**config.mk**
```make
export PLATFORM = sky130hd
export DESIGN_NAME = timer_counter
export DESIGN_NICKNAME = d
export VERILOG_FILES = /design/src/rtl/timer_counter.sv
export SDC_FILE = /design/constraint.sdc
export NUM_CORES = 1
export LEC_CHECK = 0
export ABC_AREA = 0
export CELL_PAD_IN_SITES_DETAIL_PLACEMENT = 0
export CELL_PAD_IN_SITES_GLOBAL_PLACEMENT = 1
export CORE_MARGIN = 2
export CORE_UTILIZATION = 30
export CTS_CLUSTER_DIAMETER = 150
export DETAILED_ROUTE_END_ITERATION = 8
export GPL_TIMING_DRIVEN = 0
export PLACE_DENSITY = 0.74
export SLEW_MARGIN = 20
export SYNTH_ARGS = -nofsm -noshare
export SYNTH_HDL_FRONTEND = slang
export SYNTH_SLANG_ARGS = --single-unit
export TNS_END_PERCENT = 1
```
**constraint.sdc**
```tcl
create_clock -name clk -period 3.35 [get_ports clk]
set_input_delay 0.8375 -clock clk [delete_from_list [all_inputs] [get_ports clk]]
set_output_delay 0.8375 -clock clk [all_outputs]
set_load 0.005 [all_outputs]
```
**src/rtl/timer_counter.sv**
```systemverilog
// Programmable down-counting timer with one-shot and auto-reload expiry.
// Optional: define TC_MODE1_EN to implement auto-reload mode 1.
module timer_counter (
    input  logic        clk,
    input  logic        reset,
    input  logic [31:0] Addr,
    input  logic        WE,
    input  logic [31:0] Din,
    output logic [31:0] Dout,
    output logic        IRQ
);

    typedef enum logic [1:0] {
        S_IDLE,
        S_LOAD,
        S_CNT,
        S_INT
    } state_t;

    state_t      state;
    state_t      state_n;
    logic        enable;
    logic        im;
    logic [1:0]  mode;
    logic [31:0] preset;
    logic [31:0] count;
    logic [31:0] count_n;
    logic        irq_r;
    logic        irq_n;
    logic        en_clr;
    logic        ctrl_wr;
    logic        preset_wr;
    logic        freeze;
    logic        reload;
    logic        unused;

    assign unused    = ^{Addr[31:4], Addr[1:0]};
    assign ctrl_wr   = WE && (Addr[3:2] == 2'b00);
    assign preset_wr = WE && (Addr[3:2] == 2'b01);
    // Register writes stall the timer for that edge
    assign freeze    = ctrl_wr || preset_wr;
    assign IRQ       = im & irq_r;

`ifdef TC_MODE1_EN
    assign reload = (mode == 2'b01);

    always_ff @(posedge clk or posedge reset) begin
        if (reset) begin
            mode <= 2'b00;
        end else if (ctrl_wr) begin
            mode <= Din[2:1];
        end
    end
`else
    assign reload = 1'b0;
    assign mode   = 2'b00;
`endif

    always_ff @(posedge clk or posedge reset) begin
        if (reset) begin
            enable <= 1'b0;
            im     <= 1'b0;
            preset <= '0;
        end else begin
            if (ctrl_wr) begin
                enable <= Din[0];
                im     <= Din[3];
            end else if (en_clr) begin
                enable <= 1'b0;
            end
            if (preset_wr) begin
                preset <= Din;
            end
        end
    end

    always_ff @(posedge clk or posedge reset) begin
        if (reset) begin
            state <= S_IDLE;
            count <= '0;
            irq_r <= 1'b0;
        end else begin
            state <= state_n;
            count <= count_n;
            irq_r <= irq_n;
        end
    end

    always_comb begin
        state_n = state;
        count_n = count;
        irq_n   = irq_r;
        en_clr  = 1'b0;
        if (freeze) begin
            irq_n = 1'b0;
        end else begin
            unique case (state)
                S_IDLE: begin
                    if (enable) begin
                        state_n = S_LOAD;
                    end
                end
                S_LOAD: begin
                    count_n = preset;
                    state_n = S_CNT;
                end
                S_CNT: begin
                    if (!enable) begin
                        state_n = S_IDLE;
                    end else if (count > 32'd1) begin
                        count_n = count - 32'd1;
                    end else begin
                        count_n = '0;
                        irq_n   = 1'b1;
                        state_n = S_INT;
                    end
                end
                S_INT: begin
                    state_n = S_IDLE;
                    if (reload) begin
                        irq_n = 1'b0;
                    end else begin
                        en_clr = 1'b1;
                    end
                end
                default: state_n = S_IDLE;
            endcase
        end
    end

    always_comb begin
        Dout = '0;
        unique case (Addr[3:2])
            2'b00:   Dout = {28'b0, im, mode, enable};
            2'b01:   Dout = preset;
            2'b10:   Dout = count;
            default: Dout = '0;
        endcase
    end

endmodule

```
==> results.yml <==
status:
  status: "complete, no violations"
job:
  drv_cap: 0
synth:
  synthTopCellsByArea: "dfrtp_1 (42%), mux2_2 (9.0%), a22o_1 (8.3%)"
  synth_top_area_share_pct: 41.7
  synth_edf_count: 0
  synthFlopType: "dfrtp_1"
  ys_warn_count: 0
  yosys.area.top_type: "dfrtp_1"
  synthesis.nets: 484
  async_reset_ff_share_pct: 100
  syn_area_per_cell_sq_um: 9.97
  synth_seq_cells: 69
  syn_area_sq_um: 4140
  ys_types: 55
  ys_seq_area_share_pct: 41.7
  netlist_instances: 415
drt:
  wl_per_cell_um: 21.6
  drt_iter0_drc: 306
  wirelength_um: 14600
  dr_total_vias: 3977
  remaining_drc_errors: 0
  viasPerCell: 5.89
  ant_nets: 0
  first_pass_iters: 5
clock_tree:
  cts_root_buf: "clkbuf_16"
  clk_pin_slew_ps: 50
  numCtsBuffers: 9
  insertion_delay_ps: 350
  clockBufferDepth: 2
  clkSinkCount: 69
  cts_hold_buf: 0
  htree_levels: 3
  cts_tree: "yes"
die:
  rows: 42
  die_area_sq_um: 14700
  dieHeight_um: 121
  ios: 100
  initial_utilization_pct: 31.0
  fp.dieW_um: 121
  core_sq_um: 13300
finish:
  fillers: 1372
  area_growth_syn_to_layout_pct: 31.1
  final_layout_size_suffix_gt1_share_pct: 15.8
  diodes: 0
  fin_area_sq_um: 5420
  layout_commonest_cell: "dfrtp_1"
  final_cell_mix: "dfrtp_1 (69), clkdlybuf4s50_1 (67), a22o_1 (39)"
  post-route-util_pct: 40.6
  multi_input_area_sq_um: 2230
  nets: 565
  regArea_sq_um: 1730
sta:
  tightest_slew_ps: 966
  min_period_ps: 3260
  rsz0062_at_grt: "false"
  slew-limit-headroom_pct: 35.1
  post-route-period-util_pct: 97.4
  finalSetupViolations: 0
  skew_ps: 8.72
  drv_slew: 0
  hold_viol: 0
  fmax_ghz: 0.306
grt:
  grt_usage_pct: 20.6
  grt_pass1_wl_um: 22700
  antenna_found_initial: 0
  grt_pass1_vias: 3932
  overflow: 0
  grt_max_degree: 46
worst_hold_path:
  hold_class: "reg2reg"
setup_path:
  slowest_stage: "clkdlybuf4s50_1"
  cp.required_ps: 2510
  end_kind: "output port"
  crit_chain: "dlygate4sd2_1 > nor2b_1 > clkbuf_4 > clkbuf_8 > a22o_1 > clkdlybuf4s50_1"
  cpPeakStageDelay_ps: 520
  worstSetupPathType: "in2out"
  startpoint_type: "primary input"
  arrival_ps: 2430
  cp_max_fo: 10
power_and_ir_drop:
  peakVddDrop_uv: 267
  p_leak_nw: 2.09
  powerDensity_nw_per_um2: 733
place:
  portBuffers: 69
  gp_congestion: 0.937
  place_hpwl_um: 10100
  postPlaceCellArea_sq_um: 5080
[worst max-delay path, delay by kind of cell]
| kind | cells | cell delay, ps |
|---|---|---|
| buffers and inverters | 4 | 1250 |
| AO/OA/AOI/OAI | 1 | 210 |
| AND/OR/NAND/NOR | 1 | 130 |
[per-layer routing]
metal | wire [um] | track usage (%)
met5 | 0 | 0
met4 | 453 | 10.1
met3 | 1000 | 3.57
met2 | 6740 | 31.5
met1 | 6380 | 28.1
[final cells by class]
class	instances	area share, %
Timing Repair Buffer	70	13.1
Sequential cell	69	31.8
Multi-Input combinational cell	304	41.2
Inverter	8	0.600
Buffer	34	3.95
Clock inverter	1	0.0923
Clock buffer	13	5.17
Tap cell	176	4.06
[flip-flops by register name, summed over array words and instances (netlist names)]
signal  flops
count      32
enable      1
im          1
irq_r       1
preset     32
state       2
[synth_stat cells, types with 3 or more instances]
| cell | number |
|---|---|
| clkbuf_1 | 21 |
| nor3_1 | 10 |
| buf_1 | 5 |
| a32oi_1 | 3 |
| or3_1 | 7 |
| buf_2 | 6 |
| mux2_2 | 33 |
| and3_1 | 6 |
| nand3_1 | 13 |
| or2_2 | 4 |
| a31oi_1 | 4 |
| a22o_1 | 39 |
| nand2_1 | 36 |
| o21ai_0 | 8 |
| nor2b_1 | 6 |
| a22oi_1 | 8 |
| a21oi_1 | 10 |
| a31o_1 | 5 |
| o211ai_1 | 6 |
| or4_1 | 10 |
| dfrtp_1 | 69 |
| o221ai_1 | 7 |
| inv_1 | 8 |
| nor2_1 | 10 |
| and2_1 | 4 |
| nor4_1 | 9 |
| nand2b_1 | 4 |
| nor4_2 | 3 |
| o2111ai_1 | 3 |
| nand4_1 | 9 |
| o31ai_1 | 9 |
| o41ai_1 | 9 |
| mux2i_1 | 3 |
[stage by stage]
step / hold slack (ps) / std cells / total power [mW] / worst slack, ps / TNS (ps)
global placement: 481 / 660 / 2.98 / -832 / -66110
detailed placement: 487 / 661 / 3.02 / -818 / -27260
finish: 490 / 675 / 3.98 / 86.9 / 0
floorplan: 454 / 415 / 2.40 / 773 / 0
global route: 537 / 675 / 4.22 / 8.05 / 0
CTS: 499 / 675 / 3.97 / 50.0 / 0
[timing repair]
action	in CTS	in global routing
resized for setup	23	2
endpoints found under the setup margin	32	2
setup buffers	0	0
[final timing paths]
kind	from	endpoint	slack, ps	cells past startpoint
hold reg to reg	irq_r	irq_r	490	2
min in group asynchronous	reset	im	820	2
setup / recovery	Addr[3]	Dout[31]	90	6
hold / removal	irq_r	irq_r	490	2
max in group asynchronous	reset	preset[16]	1980	3
setup reg to reg	count[0]	count[26]	210	7
[power breakdown]
group          total (mW)  internal [mW]  switching [mW]
Sequential           1.48           1.11           0.364
Combinational        1.57          0.713           0.852
Clock               0.932          0.572           0.360
Total                3.98           2.40            1.58
[cell families after synthesis]
group                      count (synthesis)  synth area share [%]
AOI/OAI and AO/OA                        126                  23.8
adders and majority gates                  2                 0.605
buffers and inverters                     42                  4.36
DFF                                       69                  41.7
muxes                                     36                  9.71
and+or+nand+nor                          140                  19.8
Note: power is estimated with default switching activity, not from simulation.
